### src/rtl/hazard_scoreboard_pkg.sv
// Shared constants and types for the register/status hazard scoreboard.
// Condition code "always" and the register index type live here.
package hazard_scoreboard_pkg;

  localparam logic [3:0] COND_AL  = 4'b1110;
  localparam int         NUM_REGS = 16;
  localparam int         CNT_W    = 2;

  typedef logic [3:0] reg_idx_t;

endpackage

### src/rtl/hazard_scoreboard_sb_counter.sv
// Saturating up/down in-flight counter.
// Simultaneous inc and dec cancel; saturation raises a one-cycle flag.
module sb_counter #(
  parameter int W = 2
) (
  input  logic         clk_i,
  input  logic         rst_i,
  input  logic         inc_i,
  input  logic         dec_i,
  output logic [W-1:0] count_o,
  output logic         ovf_o,
  output logic         udf_o
);

  localparam logic [W-1:0] MAX = {W{1'b1}};

  logic [W-1:0] cnt_q, cnt_d;

  // next count with hold-at-limit behaviour
  always_comb begin
    cnt_d = cnt_q;
    ovf_o = 1'b0;
    udf_o = 1'b0;
    unique case (1'b1)
      (inc_i & ~dec_i): begin
        if (cnt_q == MAX) ovf_o = 1'b1;
        else              cnt_d = cnt_q + W'(1);
      end
      (dec_i & ~inc_i): begin
        if (cnt_q == '0) udf_o = 1'b1;
        else             cnt_d = cnt_q - W'(1);
      end
      default: ;
    endcase
  end

  // count register
  always_ff @(posedge clk_i) begin
    if (rst_i) cnt_q <= '0;
    else       cnt_q <= cnt_d;
  end

  assign count_o = cnt_q;

endmodule

### src/rtl/hazard_scoreboard.sv
// Tracks in-flight register and status writers between ID and WB
// and raises a stall when the instruction in ID reads a busy value.
module hazard_scoreboard
  import hazard_scoreboard_pkg::*;
#(
  parameter int NUM_REGS  = hazard_scoreboard_pkg::NUM_REGS,
  parameter int CNT_W     = hazard_scoreboard_pkg::CNT_W,
  parameter bit WB_BYPASS = 1'b1
) (
  input  logic        clk_i,
  input  logic        rst_i,
  input  logic        issue_valid_i,
  input  logic        issue_wb_en_i,
  input  reg_idx_t    issue_dest_i,
  input  logic        issue_s_i,
  input  reg_idx_t    src1_i,
  input  reg_idx_t    src2_i,
  input  logic        use_src1_i,
  input  logic        use_src2_i,
  input  logic [3:0]  cond_i,
  input  logic        wb_en_i,
  input  reg_idx_t    wb_dest_i,
  input  logic        status_wr_i,
  output logic        hazard_o,
  output logic        err_o,
  output logic [31:0] stall_cycles_o
);

  logic [NUM_REGS-1:0] busy;
  logic [NUM_REGS:0]   ovf, udf;
  logic [CNT_W-1:0]    scnt;
  logic                s_busy;
  logic                err_q, err_d;
  logic [31:0]         stall_q, stall_d;

  for (genvar r = 0; r < NUM_REGS; r++) begin : g_reg
    logic [CNT_W-1:0] cnt;
    logic             inc, dec, wb_hit;

    assign wb_hit = wb_en_i & (wb_dest_i == reg_idx_t'(r));
    assign inc    = issue_valid_i & issue_wb_en_i
                  & (issue_dest_i == reg_idx_t'(r));
    assign dec    = wb_hit;

    sb_counter #(.W(CNT_W)) u_cnt (
      .clk_i   (clk_i),
      .rst_i   (rst_i),
      .inc_i   (inc),
      .dec_i   (dec),
      .count_o (cnt),
      .ovf_o   (ovf[r]),
      .udf_o   (udf[r])
    );

    // last writer retiring this cycle is forwarded, so not busy
    assign busy[r] = (cnt != '0)
                   & ~(WB_BYPASS & wb_hit & (cnt == CNT_W'(1)));
  end

  sb_counter #(.W(CNT_W)) u_scnt (
    .clk_i   (clk_i),
    .rst_i   (rst_i),
    .inc_i   (issue_valid_i & issue_s_i),
    .dec_i   (status_wr_i),
    .count_o (scnt),
    .ovf_o   (ovf[NUM_REGS]),
    .udf_o   (udf[NUM_REGS])
  );

  // flags are pending unless the last setter writes them right now
  assign s_busy = (cond_i != COND_AL) & (scnt != '0)
                & ~(status_wr_i & (scnt == CNT_W'(1)));

  // stall decision from scoreboard state and ID sources only
  always_comb begin
    hazard_o = (use_src1_i & busy[src1_i])
             | (use_src2_i & busy[src2_i])
             | s_busy;
  end

  // sticky error and stall statistics next state
  always_comb begin
    err_d   = err_q | (|ovf) | (|udf);
    stall_d = stall_q + {31'd0, hazard_o};
  end

  // sticky error and stall counter registers
  always_ff @(posedge clk_i) begin
    if (rst_i) begin
      err_q   <= 1'b0;
      stall_q <= '0;
    end else begin
      err_q   <= err_d;
      stall_q <= stall_d;
    end
  end

  assign err_o          = err_q;
  assign stall_cycles_o = stall_q;

endmodule

### config.mk
export PLATFORM = sky130hd
export DESIGN_NAME = hazard_scoreboard
export DESIGN_NICKNAME = d
export VERILOG_FILES = /design/src/rtl/hazard_scoreboard_pkg.sv /design/src/rtl/hazard_scoreboard_sb_counter.sv /design/src/rtl/hazard_scoreboard.sv
export SDC_FILE = /design/constraint.sdc
export NUM_CORES = 1
export LEC_CHECK = 0
export CAP_MARGIN = 10
export CORE_MARGIN = 2
export CORE_UTILIZATION = 52
export CTS_BUF_LIST = sky130_fd_sc_hd__clkbuf_8 sky130_fd_sc_hd__clkbuf_16
export CTS_CLUSTER_SIZE = 25
export DETAILED_ROUTE_END_ITERATION = 10
export GPL_TIMING_DRIVEN = 0
export MAX_ROUTING_LAYER = met4
export PLACE_DENSITY = 0.78
export SLEW_MARGIN = 20
export SYNTH_ARGS = -nofsm -noshare
export SYNTH_HDL_FRONTEND = slang
export SYNTH_SLANG_ARGS = --single-unit
export TNS_END_PERCENT = 100
### constraint.sdc
create_clock -name clk_i -period 3.1 [get_ports clk_i]
set_input_delay 0.62 -clock clk_i [delete_from_list [all_inputs] [get_ports clk_i]]
set_output_delay 0.62 -clock clk_i [all_outputs]
set_load 0.03 [all_outputs]
==> out/qor.csv <==
stage,metric,value,unit
power_and_ir_drop,peak supply drop,399,µV
sta,Worst-Margin Slew,793,ps
route,Wirelength per Cell,17.4,µm
flow_run,maxcap violations,0,
route,initial DRC count,400,
finish,register area,1350,µm²
finish,"commonest cells after routing, fill and taps aside","nor2_1 (102), dfxtp_1 (61), clkdlybuf4s50_1 (49)",
synthesis,syn_area_per_cell,7.83,µm²
worst_setup_path,Worst Setup End Kind,flop,
synthesis,asr flop ratio synth,0,%
placed_design,Routability Congestion,0.991,
floorplan,Core ar.,9730,µm²
synthesis,synthesized instance count,664,
synthesis,leading post-synthesis cells by cell area,"dfxtp_1 (26%), ha_1 (13%), nor2_1 (7.4%), xnor2_1 (5.2%), inv_1 (3.6%)",
synthesis,synthesized area,5200,µm²
finish,area taken by multi-input logic gates,3760,µm²
sta,f_max,0.321,GHz
sta,endpoints failing hold,0,
worst_setup_path,"Arr. time, crit path",3350,ps
sta,Slew headroom,46.9,%
synthesis,post-synthesis cell type count,58,
clock_network,Max clock buf depth,2,
worst_setup_path,WS Path Type,flop to flop,
floorplan,# rows,36,
global_route,largest net degree at the start of global routing,14,
floorplan,full die area,10800,µm²
power_and_ir_drop,pwr/cell area,319,nW/µm²
placed_design,Placement Setup Slack,-1090,ps
finish,share of post-route cells with drive strength above 1,16.2,%
route,post-route ant nets,0,
worst_setup_path,WP data required,3340,ps
sta,RSZ-0062 raised after global routing,true,
finish,fillers,826,
route,DR DRC count,0,
global_route,Total GRT Usage,28.4,%
sta,fin crit share,101,%
synthesis,top_reg_cell synth,dfxtp_1,
status,status,"finished, violations left",
route,TritonRoute pass-1 iters,6,
floorplan,I/O pin cnt,63,
route,Routed WL,15.5,mm
power_and_ir_drop,P_leak,0.00254,µW
worst_setup_path,Startpoint Class,flop,
finish,# diodes,0,
clock_network,TritonCTS clock tree,built,
synthesis,top-area cell type share of the netlist area,25.8,%
synthesis,register area share after synthesis,25.8,%
sta,final worst setup slack,-19.1,ps
floorplan,Initial Util,53.4,%
clock_network,CTS Buf Count,9,
floorplan,chip height,104,µm
clock_network,sinks on the clock net,67,
clock_network,H-Tree Depth,3,
clock_network,Worst-Skew Late Latency,370,ps
clock_network,CTS root buf,clkbuf_8,
finish,"commonest non-fill, non-tap cell in the layout",nor2_1,
finish,Final #Nets,836,
synthesis,YS warnings,0,
global_route,vias in the first global route,4974,
global_route,first-pass GRT wire length,24.3,mm
sta,hold slack,529,ps
placed_design,port bufs,57,
worst_setup_path,CP Max Fanout,7,
sta,clock skew,17.7,ps
route,Vias,5329,
clock_network,"Clk pin slew, worst setup/hold paths",90,ps
global_route,grt ovf,0,
sta,Setup Total Neg Slack,-30.0,ps
sta,Pins Over Slew Limit,0,
status,failing checks,setup timing,
synthesis,synthesized flop and latch total,67,
sta,min Tclk post-route,3120,ps
finish,synth-to-layout area growth,27.8,%
clock_network,hold buffer count at cts,0,
route,vias per inst,5.97,
global_route,antenna violations before repair,0,
sta,Final setup viols,2,
placed_design,DP HPWL,11.1,mm
synthesis,Syn Nets,746,
floorplan,die width,104,µm
hold_path,Hold Crit Class,flop to flop,
synthesis,Post-synth EDFFs,0,
synthesis,Synth area leader,dfxtp_1,
power_and_ir_drop,Final Power,2120,µW
[through the flow]
stage                     area (µm²)  util, %  instances
final                           6640     68.2        892
after global routing            6640     68.2        892
after CTS                       6450     66.3        880
after detailed placement        6030     61.9        854
after global placement          6030     61.9        854
after floorplan                 5290        -        664
[per-layer routing]
layer / global-route usage, % / up-vias / part of all wire, %
li1: - / 2543 / -
met1: 34.7 / 2503 / 43
met2: 47.1 / 229 / 47
met3: 3.82 / 54 / 6.7
met4: 12.4 / 0 / 3.4
met5: - / - / 0
[worst max-delay path, stage by stage (launching register included)]
cell and delay, ps:
dfxtp_2 340, inv_2 50, ha_4 170, or4b_4 490, a31oi_4 190, nor4_2 70
and3_1 200, o22ai_1 100, a211o_2 190, ha_4 160, and3_4 180, and3_4 190
and3_4 250, and4_1 210, xnor2_1 130, nor2_1 50
[worst paths after layout]
| path | startpoint | endpoint | slack [ps] | cells past startpoint |
|---|---|---|---|---|
| max | g_reg[10].u_cnt.count_o[1]$_SDFFE_PP0P_ | stall_cycles_o[21]$_SDFF_PP0_ | -20 | 15 |
| min | stall_cycles_o[31]$_SDFF_PP0_ | stall_cycles_o[31]$_SDFF_PP0_ | 530 | 2 |
| max reg2reg | g_reg[10].u_cnt.count_o[1]$_SDFFE_PP0P_ | stall_cycles_o[21]$_SDFF_PP0_ | -20 | 15 |
| min reg2reg | stall_cycles_o[31]$_SDFF_PP0_ | stall_cycles_o[31]$_SDFF_PP0_ | 530 | 2 |
[final cells by class]
class,instances,area share [%]
plain buffers,25,2.85
clock buffers,9,1.87
clock inverters,7,1.49
inverters,50,2.83
multi-input cells,519,56.6
flip-flops and latches,67,20.3
well taps,133,2.51
repair buffers,82,11.5
[cells by family (layout without fill, tap and decap cells)]
logic type      after synthesis  in the layout  synth area share, %
buf+inv                      78            173                 6.26
xor+xnor                     48             48                 8.09
simple gates                268            268                 26.2
compound gates              139            139                 18.8
fa+ha+maj                    53             53                 12.8
mux                          11             11                 2.12
flops                        67             67                 25.8
[synth_stat cells, drive strengths merged, types with 2 or more instances]
cell type / instances
nor2: 105
dfxtp: 67
ha: 53
inv: 50
nand2: 47
xnor2: 31
a21oi: 26
nand3: 26
o21ai: 24
xor2: 17
and3: 16
nand4: 16
buf: 15
o211ai: 15
clkbuf: 13
a31oi: 12
mux2i: 11
o221ai: 11
a311oi: 10
a211oi: 9
nor3: 9
nand2b: 8
nor2b: 8
and4: 6
o22ai: 5
a2111oi: 4
a211o: 4
a22oi: 4
and2: 4
nand3b: 3
nand4b: 3
nor3b: 3
nor4: 3
a311o: 2
a41oi: 2
and3b: 2
and4b: 2
o21a: 2
o311ai: 2
[where the power goes]
part / internal [µW] / switching, µW
clock: 459 / 395
combinational: 155 / 214
sequential: 878 / 16.9
[registers in the layout (all words and copies together) (netlist names)]
signal           cells
err_o                1
g.u_cnt.count_o     32
stall_cycles_o      32
u_scnt.count_o       2
[what timing repair did]
action / CTS / global route
setup buffers: 12 / 12
pin swaps: 17 / 21
resized for setup: 73 / 27
endpoints found under the setup margin: 32 / 24
gates cloned: 0 / 1
hold endpoints to repair: 0 / 0
(Power assumes the default switching activity.)
